--- config.mk ---
export PLATFORM = sky130hd
export DESIGN_NAME = led_n_mux
export DESIGN_NICKNAME = d
export VERILOG_FILES = /design/src/rtl/led_mux_pkg.sv /design/src/rtl/led_slot_cnt.sv /design/src/rtl/led_n_mux.sv
export SDC_FILE = /design/constraint.sdc
export NUM_CORES = 1
export LEC_CHECK = 0
export ABC_CLOCK_PERIOD_IN_PS = 1800
export CAP_MARGIN = 20
export CELL_PAD_IN_SITES_DETAIL_PLACEMENT = 2
export CELL_PAD_IN_SITES_GLOBAL_PLACEMENT = 2
export CORE_ASPECT_RATIO = 0.9
export CORE_MARGIN = 5
export CORE_UTILIZATION = 30
export CTS_CLUSTER_DIAMETER = 30
export DETAILED_ROUTE_END_ITERATION = 8
export GPL_TIMING_DRIVEN = 0
export HOLD_SLACK_MARGIN = 0.06
export PLACE_DENSITY_LB_ADDON = 0.1
export SLEW_MARGIN = 20
export SYNTH_ARGS = -nofsm -noshare
export SYNTH_HDL_FRONTEND = slang
export SYNTH_SLANG_ARGS = --single-unit
--- constraint.sdc ---
create_clock -name i_clk -period 1.8 [get_ports i_clk]
set_input_delay 0.18 -clock i_clk [delete_from_list [all_inputs] [get_ports i_clk]]
set_output_delay 0.18 -clock i_clk [all_outputs]
set_load 0.02 [all_outputs]
--- src/rtl/led_mux_pkg.sv ---
// Shared types and constants for the multiplexed LED digit driver.
// Segment lines are active-low, so the all-ones pattern is a dark digit.
package led_mux_pkg;

  localparam int unsigned SEG_BITS = 8;

  typedef logic [SEG_BITS-1:0] seg_t;

  localparam seg_t SEG_BLANK = 8'hFF;

  localparam logic [3:0] BRIGHT_OFF  = 4'd0;
  localparam logic [3:0] BRIGHT_FULL = 4'd15;

endpackage

--- src/rtl/led_slot_cnt.sv ---
// Slot prescaler: modulo-DIV counter. o_wrap is high during the final cycle of
// a slot, so the state update on that edge starts the next slot.
module led_slot_cnt #(
  parameter int unsigned DIV = 50000,
  parameter int unsigned CW  = $clog2(DIV)
) (
  input  logic          i_clk,
  input  logic          i_reset,
  output logic [CW-1:0] o_cnt,
  output logic          o_wrap
);

  logic [CW-1:0] cnt_q;
  logic [CW-1:0] cnt_d;

  always_comb begin
    o_wrap = (cnt_q == CW'(DIV - 1));
    cnt_d  = o_wrap ? '0 : cnt_q + 1'b1;
  end

  always_ff @(posedge i_clk or posedge i_reset) begin
    if (i_reset) begin
      cnt_q <= '0;
    end else begin
      cnt_q <= cnt_d;
    end
  end

  assign o_cnt = cnt_q;

endmodule

--- src/rtl/led_n_mux.sv ---
// Time-multiplexed driver for N_DIGITS LED digits with PWM brightness.
// Define LEDMUX_BLANK_EN to add a dark period of BLANK cycles at every slot start.
module led_n_mux
  import led_mux_pkg::*;
#(
  parameter int unsigned N_DIGITS = 4,
  parameter int unsigned SEG_W    = 8,
  parameter int unsigned DIV      = 50000,
  parameter int unsigned BLANK    = 16
) (
  input  logic                                 i_clk,
  input  logic                                 i_reset,
  input  logic [N_DIGITS-1:0][SEG_W-1:0]       i_in_n,
  input  logic [N_DIGITS-1:0]                  i_dig_en,
  input  logic [3:0]                           i_bright,
  output logic [N_DIGITS-1:0]                  o_ldsel,
  output logic [SEG_W-1:0]                     o_sseg_n,
  output logic [$clog2(N_DIGITS)-1:0]          o_digit_idx,
  output logic                                 o_scan_tick
);

  localparam int unsigned IW   = $clog2(N_DIGITS);
  localparam int unsigned CW   = $clog2(DIV);
  localparam int unsigned REPS = (SEG_W + SEG_BITS - 1) / SEG_BITS;
  localparam logic [REPS*SEG_BITS-1:0] OFF_WIDE = {REPS{SEG_BLANK}};
  localparam logic [SEG_W-1:0] SEG_OFF = OFF_WIDE[SEG_W-1:0];

  logic [CW-1:0]       cnt;
  logic                wrap;
  logic [IW-1:0]       idx_q, idx_d;
  logic [3:0]          pwm_q, pwm_d;
  logic                started_q, started_d;
  logic [N_DIGITS-1:0] ldsel_q, ldsel_d;
  logic [SEG_W-1:0]    sseg_q, sseg_d;
  logic [IW-1:0]       digit_idx_q;
  logic                tick_q, tick_d;
  logic                bright_ok;
  logic                blank_act;
  logic                lit;

  led_slot_cnt #(
    .DIV (DIV),
    .CW  (CW)
  ) u_slot_cnt (
    .i_clk   (i_clk),
    .i_reset (i_reset),
    .o_cnt   (cnt),
    .o_wrap  (wrap)
  );

`ifdef LEDMUX_BLANK_EN
  assign blank_act = (32'(cnt) < 32'(BLANK));
`else
  // BLANK has no effect in this build.
  logic [31:0] unused_blank;
  assign unused_blank = 32'(BLANK);
  assign blank_act    = 1'b0;
`endif

  // Full brightness must bypass the compare: pwm never gets below 15 at pwm == 15.
  always_comb begin
    bright_ok = (i_bright != BRIGHT_OFF) &&
                ((pwm_q < i_bright) || (i_bright == BRIGHT_FULL));
    lit       = i_dig_en[idx_q] && bright_ok && !blank_act;
  end

  always_comb begin
    idx_d     = idx_q;
    started_d = started_q;
    if (wrap) begin
      idx_d     = (idx_q == IW'(N_DIGITS - 1)) ? '0 : idx_q + 1'b1;
      started_d = 1'b1;
    end
    pwm_d   = pwm_q + 4'd1;
    ldsel_d = lit ? (N_DIGITS'(1) << idx_q) : '0;
    sseg_d  = lit ? i_in_n[idx_q] : SEG_OFF;
    // The very first slot after reset is not announced.
    tick_d  = started_q && (cnt == '0);
  end

  always_ff @(posedge i_clk or posedge i_reset) begin
    if (i_reset) begin
      idx_q       <= '0;
      pwm_q       <= '0;
      started_q   <= 1'b0;
      ldsel_q     <= '0;
      sseg_q      <= SEG_OFF;
      digit_idx_q <= '0;
      tick_q      <= 1'b0;
    end else begin
      idx_q       <= idx_d;
      pwm_q       <= pwm_d;
      started_q   <= started_d;
      ldsel_q     <= ldsel_d;
      sseg_q      <= sseg_d;
      digit_idx_q <= idx_q;
      tick_q      <= tick_d;
    end
  end

  assign o_ldsel     = ldsel_q;
  assign o_sseg_n    = sseg_q;
  assign o_digit_idx = digit_idx_q;
  assign o_scan_tick = tick_q;

endmodule

==> out/results.tsv, run 1 <==
metric	value	unit
post_synth.cell_area_avg	12.2	sq um
synth_cells	160	
cts_buffer_depth	2	
syn-num-nets	212	
io_buffers	56	
route.detailed.drc	0	
crit_path_end_kind	flip-flop	
met3_usage	0.0356	
post-route-period-util	0.969	
cts_buffers	5	
routed_wl	5.26	mm
synth_top_family_by_area	simple AND/OR/NAND/NOR gates	
required	2020	ps
cp_max_fo	5	
use_met2	0.243	
yosys-mux-area-fraction	0.108	
grt_antenna_before_repair	0	
ant_nets	0	
comb_power_share	0.124	
p_clk_frac	0.358	
peakVddDrop	0.000305	V
pwr-share-seq	0.518	
cp.arrival	1960	ps
finClkSkew	6.03	ps
globalplace.congestion	0.779	
die_area	8210	sq um
grt_first_pass_wirelength	8.59	mm
post_drt_via_cell_ratio	4.64	
place_area	2640	sq um
initial_core_util	0.314	
coreArea	6220	sq um
nFillCells	667	
crit_type	in -> reg	
yosys.area_share.simple	0.178	
p_sw	375	uW
met1_usage	0.166	
antenna_cells	0	
synth_compound_area_frac	0.0436	
synth-seq-area-share	0.493	
worstSetupStartpointType	input pin	
ios	57	
syn_area	1950	sq um
grt_setup_unrepaired	true	
final.min_clock_period	1740	ps
status	complete, no violations	
reg2reg_slack	130	ps
cts_tree	yes	
final_cell_area	2770	sq um
h-tree-depth	2	
synthAdderAreaFrac	0.0642	
fin_ws	56.4	ps
dpl.cell_count	304	
hp-class	in -> async	
grt_max_degree	27	
hold_buffers	0	
grt-busiest-layer	met2	
slew_viol_final	0	
wl_per_cell	16.8	um
hold_viol_final	0	
internal-power	1.32	mW
synth.distinct_cells	33	
switching_share	0.222	
final_cell_count_no_fill	313	
cts_root_buf	clkbuf_8	
yosys_warnings	0	
grt_overflow	0	
synthToLayoutAreaGrowth	42.0	%
ys_ff_latch	38	
die_h	86.5	um
rows	27	
leakage	1.19	nW
max_freq	574	MHz
grt_usage	0.137	
async_flop_share	1.00	
drt_first_pass_iters	4	
cts.clk_slew.worst_paths	80	ps
synth-xor-area-share	0.0629	
setup_viol	0	
grt_pass1_vias	1618	
relSlewSlack	0.683	
dp_hpwl	4.20	mm
final_core_utilization	0.445	
synth_edf_count	0	
drv_cap	0	
ys.flop_type	dfrtp_1	
insertion_delay	290	ps
cts_sinks	38	
die_width	95.0	um
dr_total_vias	1453	
drt_iter0_drc	39	
worst_pin_slew	471	ps
final_common_cell	clkdlybuf4s50_1	
final_cell_mix	clkdlybuf4s50_1 (56), dfrtp_1 (30), inv_1 (16)	
pre_cts_ws	-267	ps
layout-drive-gt1-share	0.177	
nets	277	
p_per_area	611	nW/um^2
[cell usage after synthesis (3+ instances only)]
| cell | number | area (sq um) |
|---|---|---|
| inv_1 | 17 | 63.8 |
| ha_1 | 10 | 125 |
| o21ai_0 | 5 | 25.0 |
| or2_1 | 8 | 50.1 |
| xnor2_1 | 8 | 70.1 |
| dfrtp_1 | 30 | 751 |
| nor2_1 | 13 | 48.8 |
| nor4_1 | 3 | 18.8 |
| nand3_1 | 9 | 45.0 |
| xor2_1 | 6 | 52.6 |
| nand2_1 | 3 | 11.3 |
| nor3_1 | 6 | 30.0 |
| dfstp_2 | 8 | 210 |
| nand4_1 | 4 | 25.0 |
| mux4_2 | 7 | 158 |
[per-layer routing]
| layer | routed length (um) | share of wire | up-vias |
|---|---|---|---|
| met2 | 2810 | 0.53 | 23 |
| met5 | 0 | 0 | - |
| met4 | 40 | 0.0076 | 0 |
| met3 | 215 | 0.041 | 5 |
| li1 | - | - | 688 |
| met1 | 2200 | 0.42 | 737 |
[final timing paths]
path                       cells after the start                           start                             end
hold / removal                                 2                         i_reset  u_slot_cnt.o_cnt[13]$_DFF_PP0_
max in group asynchronous                      3                         i_reset           o_sseg_n[0]$_DFF_PP1_
hold reg to reg                                0            idx_q[1]$_DFFE_PP0N_        o_digit_idx[1]$_DFF_PP0_
min in group i_clk                             0            idx_q[1]$_DFFE_PP0N_        o_digit_idx[1]$_DFF_PP0_
setup reg to reg                               4  u_slot_cnt.o_cnt[10]$_DFF_PP0_   u_slot_cnt.o_cnt[9]$_DFF_PP0_
setup / recovery                               7                     i_bright[1]           o_sseg_n[4]$_DFF_PP1_
[state kept, by name, indices dropped and copies added (netlist names)]
name              flops
o_scan_tick           1
o_digit_idx           2
started_q             1
u_slot_cnt.o_cnt     16
idx_q                 2
o_ldsel               4
pwm_q                 4
o_sseg_n              8
[cell type report]
| type | instances | area [sq um] | area share |
|---|---|---|---|
| Buffer | 4 | 35.0 | 0.0127 |
| Clock buffer | 7 | 86.3 | 0.0312 |
| Clock inverter | 1 | 5.00 | 0.00181 |
| Inverter | 17 | 63.8 | 0.0230 |
| Multi-Input combinational cell | 101 | 917 | 0.331 |
| Sequential cell | 38 | 961 | 0.347 |
| Tap cell | 87 | 109 | 0.0393 |
| Timing Repair Buffer | 58 | 592 | 0.214 |
[what timing repair did]
action / in CTS / in global routing
resized for setup: 0 / 7
setup endpoints to repair: 0 / 9
buffers inserted: 0 / 0
[power by group through the flow]
stage	sequential [mW]	combinational, mW	clock, mW
floorplan	0.909	0.0506	0
global placement	0.892	0.191	0
detailed placement	0.892	0.203	0
CTS	0.876	0.204	0.630
global route	0.877	0.226	0.679
finish	0.876	0.209	0.606
[stage by stage]
stage,power (mW),TNS [ps],hold WS (ps)
2_1_floorplan,0.959,0,366
3_3_place_gp,1.08,-2720,429
3_5_place_dp,1.10,-2210,442
4_1_cts,1.71,0,166
5_1_grt,1.78,-31.7,178
6_report,1.69,0,158
[logic make-up (layout without fill, tap and decap cells)]
logic type,after synthesis,count (layout)
compound gates,10,10
xor+xnor,14,14
fa+ha+maj,10,10
buf+inv,21,87
flops,38,38
mux,9,9
simple gates,58,58
[critical path, stage by stage]
cell	delay, ps
clkdlybuf4s50_1	520
inv_1	90
ha_4	250
a2111oi_4	400
o211ai_4	140
buf_6	150
or2_1	230
Power figures use the tool's default switching activity.
==> run 2: changes to the inputs <==
--- a/config.mk
+++ b/config.mk
@@ -17,7 +17,7 @@
 export GPL_TIMING_DRIVEN = 0
 export HOLD_SLACK_MARGIN = 0.06
 export PLACE_DENSITY_LB_ADDON = 0.1
-export SLEW_MARGIN = 20
+export RECOVER_POWER = 25
 export SYNTH_ARGS = -nofsm -noshare
 export SYNTH_HDL_FRONTEND = slang
 export SYNTH_SLANG_ARGS = --single-unit
==> run 2 against run 1 <==
Net effect:
- fmax up 1.1%
- first-iteration DRC count is 33% lower
- final area down 0.54%
- non-clock buffer count grew 1
- register-to-register slack lost 60 ps
- largest power group unchanged
- count of clock-buffer cells in the layout decreased by 1
- sequential share of layout area grew 0.19 points
- clock power increased by 2%
- total power decreased by 0.18%
- sequential power is essentially flat
==> out/results.tsv, run 2 (synthesis gave the netlist of run 1 again) <==
metric	value	unit
drt_first_pass_iters	2	
status	complete, no violations	
insertion_delay	290	ps
globalplace.congestion	0.779	
largest_reg_flops	16	
dp_hpwl	4.21	mm
wl_per_cell	16.8	um
worstSetupStartpointType	flip-flop	
worst_pin_slew	799	ps
die_area	8210	sq um
grt_usage	0.138	
ios	57	
grt_pass1_vias	1635	
routed_wl	5.27	mm
drt_iter0_drc	26	
setup_viol	0	
grt_antenna_before_repair	0	
nets	278	
hold_buffers	0	
final_core_utilization	0.443	
finalSetupTns	0	ps
die_width	95.0	um
final_cell_area	2750	sq um
initial_core_util	0.314	
drv_cap	0	
final_cell_mix	clkdlybuf4s50_1 (54), dfrtp_1 (30), inv_1 (16)	
finClkSkew	6.41	ps
h-tree-depth	2	
leakage	1.20	nW
hold_viol_final	0	
layout-drive-gt1-share	0.181	
place_area	2620	sq um
final-seq-area	961	sq um
p_clk_frac	0.366	
final_common_cell	clkdlybuf4s50_1	
multi_input_area	905	sq um
cts.clk_slew.worst_paths	80	ps
post_drt_via_cell_ratio	4.66	
antenna_cells	0	
hp-class	reg -> reg	
slew_viol_final	0	
grt_setup_unrepaired	false	
nFillCells	662	
peakVddDrop	0.000283	V
critPathLaunch	pwm_q[1]$_DFF_PP0_	
crit_path_end_kind	flip-flop	
switching_share	0.227	
crit_type	reg -> reg	
final.min_clock_period	1730	ps
post-route-period-util	0.958	
die_h	86.5	um
ant_nets	0	
internal-power	1.30	mW
cts_root_buf	clkbuf_8	
grt_first_pass_wirelength	8.65	mm
grt_overflow	0	
holdCritStartpoint	idx_q[1]$_DFFE_PP0N_	
dr_total_vias	1462	
coreArea	6220	sq um
synthToLayoutAreaGrowth	41.3	%
rows	27	
cp_max_fo	10	
required	2020	ps
grt_max_degree	39	
comb_power_share	0.115	
pwr-share-seq	0.519	
p_per_area	613	nW/um^2
cts_buffers	5	
max_freq	580	MHz
cp.arrival	1940	ps
cts_tree	yes	
cts_buffer_depth	2	
p_sw	383	uW
relSlewSlack	0.467	
io_buffers	56	
reg2reg_from	pwm_q[1]$_DFF_PP0_	
cts_sinks	38	
route.detailed.drc	0	
-- run 2: cell types whose count changed in the layout (fill, tap and decap cells not counted), sizes merged --
cell | before | now
clkdlybuf4s50 | 56 | 54
buf | 6 | 7
clkbuf | 7 | 6
clkinvlp | 0 | 1
dlygate4sd3 | 0 | 1
dlymetal6s2s | 0 | 1
-- run 2: layer usage --
layer,share of wire,up-vias,GRT usage,wire [um]
met5,0,-,0,0
met4,0.0093,0,0.0393,49
met3,0.044,6,0.0391,234
met2,0.53,25,0.242,2810
met1,0.41,749,0.166,2180
li1,-,682,-,-
-- run 2: metrics by stage --
stage / power [mW] / worst slack [ps] / cells / hold slack (ps)
finish: 1.69 / 74.8 / 314 / 453
global route: 1.77 / 8.48 / 314 / 462
CTS: 1.72 / 27.9 / 311 / 383
detailed placement: 1.09 / -270 / 303 / 436
global placement: 1.08 / -188 / 303 / 429
floorplan: 0.959 / 259 / 160 / 366
-- run 2: path summary, 6_finish.rpt --
path                                                       end  slack [ps]  cells after the start
worst max register to register           o_sseg_n[4]$_DFF_PP1_          70                      5
worst min-delay path                  o_digit_idx[1]$_DFF_PP0_         450                      0
worst min register to register        o_digit_idx[1]$_DFF_PP0_         450                      0
max in group asynchronous                o_scan_tick$_DFF_PP0_         790                      2
worst max-delay path                     o_sseg_n[4]$_DFF_PP1_          70                      5
min in group asynchronous       u_slot_cnt.o_cnt[13]$_DFF_PP0_         490                      2
-- run 2: cell type report --
type                       count  share of cell area
clock buffer                   6              0.0300
timing repair buffer          59               0.213
sequential                    38               0.349
clock inverter                 2             0.00454
tap                           87              0.0395
buffer                         4              0.0127
inverter                      17              0.0232
multi-input combinational    101               0.328
-- run 2: repair_timing --
| item | CTS | global route |
|---|---|---|
| endpoints found under the setup margin | 0 | 9 |
| setup buffers | 0 | 3 |
| hold endpoints to repair | 0 | 0 |
| resized for setup | 0 | 5 |
-- run 2: worst max-delay path, cell delays in order, from the launching register on --
cell and delay, ps:
dfrtp_1 410, ha_1 330, a2111oi_4 380, o211ai_2 150, buf_6 160, or2_1 230
-- run 2: power groups by stage --
stage               registers, mW  logic (mW)  clock network, mW
floorplan                   0.909      0.0506                  0
global placement            0.892       0.191                  0
detailed placement          0.892       0.198                  0
CTS                         0.876       0.198              0.645
global route                0.877       0.210              0.680
finish                      0.876       0.194              0.618
==> run 3: changes to the inputs <==
--- a/config.mk
+++ b/config.mk
@@ -5,13 +5,13 @@
 export SDC_FILE = /design/constraint.sdc
 export NUM_CORES = 1
 export LEC_CHECK = 0
-export ABC_CLOCK_PERIOD_IN_PS = 1800
+export ABC_CLOCK_PERIOD_IN_PS = 1500
 export CAP_MARGIN = 20
 export CELL_PAD_IN_SITES_DETAIL_PLACEMENT = 2
 export CELL_PAD_IN_SITES_GLOBAL_PLACEMENT = 2
 export CORE_ASPECT_RATIO = 0.9
 export CORE_MARGIN = 5
-export CORE_UTILIZATION = 30
+export CORE_UTILIZATION = 27
 export CTS_CLUSTER_DIAMETER = 30
 export DETAILED_ROUTE_END_ITERATION = 8
 export GPL_TIMING_DRIVEN = 0
==> constraint.sdc (replaced) <==
create_clock -name i_clk -period 1.5 [get_ports i_clk]
set_input_delay 0.15 -clock i_clk [delete_from_list [all_inputs] [get_ports i_clk]]
set_output_delay 0.15 -clock i_clk [all_outputs]
set_load 0.02 [all_outputs]
==> run 3 against run 2 <==
Net effect:
- the flow now finishes with violations (negative setup slack)
- largest power group unchanged
- sequential cell count unchanged
- clock power up 21%
- fmax increased by 9.8%
- sequential share of layout area fell by 2.6 points
- total power increased by 20%
- worst hold slack worse by 3.6 ps
- via count is 3.1% higher
- global-route usage barely moved
==> out/results.tsv, run 3 (synthesis gave the netlist of run 1 again) <==
metric	value	unit
path_delay_family	compound AO/OA/AOI/OAI gates	
post-route-period-util	1.05	
p_per_area	678	nW/um^2
grt_overflow	0	
path_depth	5	
crit_type	reg -> reg	
p_total	2.02	mW
ff2ff_path_depth	5	
globalplace.congestion	0.706	
relSlewSlack	0.445	
cp_cell_sequence	ha_4 > a2111oi_4 > o211ai_2 > buf_6 > or2_1	
largest_reg_flops	16	
reg2reg_from	pwm_q[1]$_DFF_PP0_	
die_h	90.6	um
pre_cts_ws	-422	ps
cts.clk_slew.worst_paths	80	ps
cp_num_buf_inv	1	
cp.arrival	1790	ps
final_core_utilization	0.424	
r2r_end	o_sseg_n[6]$_DFF_PP1_	
layout-drive-gt1-share	0.278	
hold_viol_final	0	
crit_path_end_kind	flip-flop	
cts_buffers	5	
cts_tree	yes	
insertion_delay	290	ps
h-tree-depth	2	
route.detailed.drc	0	
drv_cap	0	
final_cell_mix	clkdlybuf4s50_1 (45), dfrtp_1 (27), inv_1 (16)	
reg2reg_slack	-70	ps
coreArea	7040	sq um
drt_first_pass_iters	4	
cts_root_buf	clkbuf_8	
ios	57	
leakage	1.30	nW
cpMaxStageDelayCell	dfrtp_1	
hp-class	in -> reg	
grt_first_pass_wirelength	9.54	mm
antenna_cells	0	
cts_buffer_depth	2	
setup_viol	6	
rows	29	
critPathLaunch	pwm_q[1]$_DFF_PP0_	
finalSetupTns	-374	ps
status	finished with violations	
die_width	99.6	um
final.min_clock_period	1570	ps
endpoint	o_sseg_n[6]$_DFF_PP1_	
peakVddDrop	0.000442	V
holdWs	449	ps
grt_pass1_vias	1846	
grt_antenna_before_repair	0	
nets	292	
worstSetupStartpointType	flip-flop	
max_freq	637	MHz
io_buffers	56	
finClkSkew	2.37	ps
drt_iter0_drc	15	
fin_ws	-70.6	ps
wl_per_cell	18.2	um
cts_sinks	38	
grt_setup_unrepaired	true	
required	1720	ps
dp_hpwl	4.36	mm
grt_usage	0.139	
violations	negative setup slack	
worst_pin_slew	831	ps
die_area	9020	sq um
initial_core_util	0.277	
slew_viol_final	0	
grt_max_degree	39	
cp_slowest_stage_delay	420	ps
hold_buffers	0	
cp_max_fo	10	
post_drt_via_cell_ratio	4.51	
synthToLayoutAreaGrowth	53.0	%
routed_wl	6.09	mm
dr_total_vias	1507	
final_common_cell	clkdlybuf4s50_1	
ant_nets	0	
## run 3: stage by stage
step | cells | cell area, sq um
after floorplan | 160 | 1960
after detailed placement | 309 | 2640
after global routing | 334 | 2980
after global placement | 309 | 2640
after CTS | 328 | 2870
final | 334 | 2980
## run 3: per-layer routing
metal,global-route usage,part of all wire
met1,0.147,0.38
met2,0.267,0.58
met3,0.0355,0.029
met4,0.0375,0.0092
met5,0,0
## run 3: how the worst min path moves through the flow
stage | from | end | cells after the start
6_report | i_bright[2] | o_sseg_n[0]$_DFF_PP1_ | 4
5_1_grt | i_bright[2] | o_sseg_n[0]$_DFF_PP1_ | 4
4_1_cts | i_reset | u_slot_cnt.o_cnt[15]$_DFF_PP0_ | 2
3_3_place_gp | idx_q[1]$_DFFE_PP0N_ | o_digit_idx[1]$_DFF_PP0_ | 0
2_1_floorplan | i_reset | idx_q[0]$_DFFE_PP0N_ | 1
3_5_place_dp | idx_q[1]$_DFFE_PP0N_ | o_digit_idx[1]$_DFF_PP0_ | 0
## run 3: worst min-delay path, delay by kind of cell
kind                   cells  cell delay (ps)
and+or+nand+nor            2              370
buffers and inverters      1              120
AOI/OAI and AO/OA          1              100
## run 3: final cells by class
class | instances | area [sq um]
fillers | 752 | 4060
multi-input cells | 101 | 1000
flip-flops and latches | 38 | 965
repair buffers | 73 | 699
well taps | 93 | 116
clock buffers | 7 | 86.3
inverters | 17 | 63.8
plain buffers | 4 | 45.0
clock inverters | 1 | 5.00
## run 3: power breakdown
part / internal (mW) / switching (mW) / total [mW]
Clock: 0.371 / 0.373 / 0.745
Combinational: 0.140 / 0.0872 / 0.227
Sequential: 1.05 / 0.00355 / 1.05
Total: 1.56 / 0.464 / 2.02
## run 3: repair_timing
| action | in CTS | in global routing |
|---|---|---|
| setup buffers | 11 | 5 |
| hold endpoints to repair | 0 | 0 |
| endpoints found under the setup margin | 31 | 23 |
| resized for setup | 19 | 26 |
| cloned | 0 | 1 |
| pin swaps | 4 | 11 |
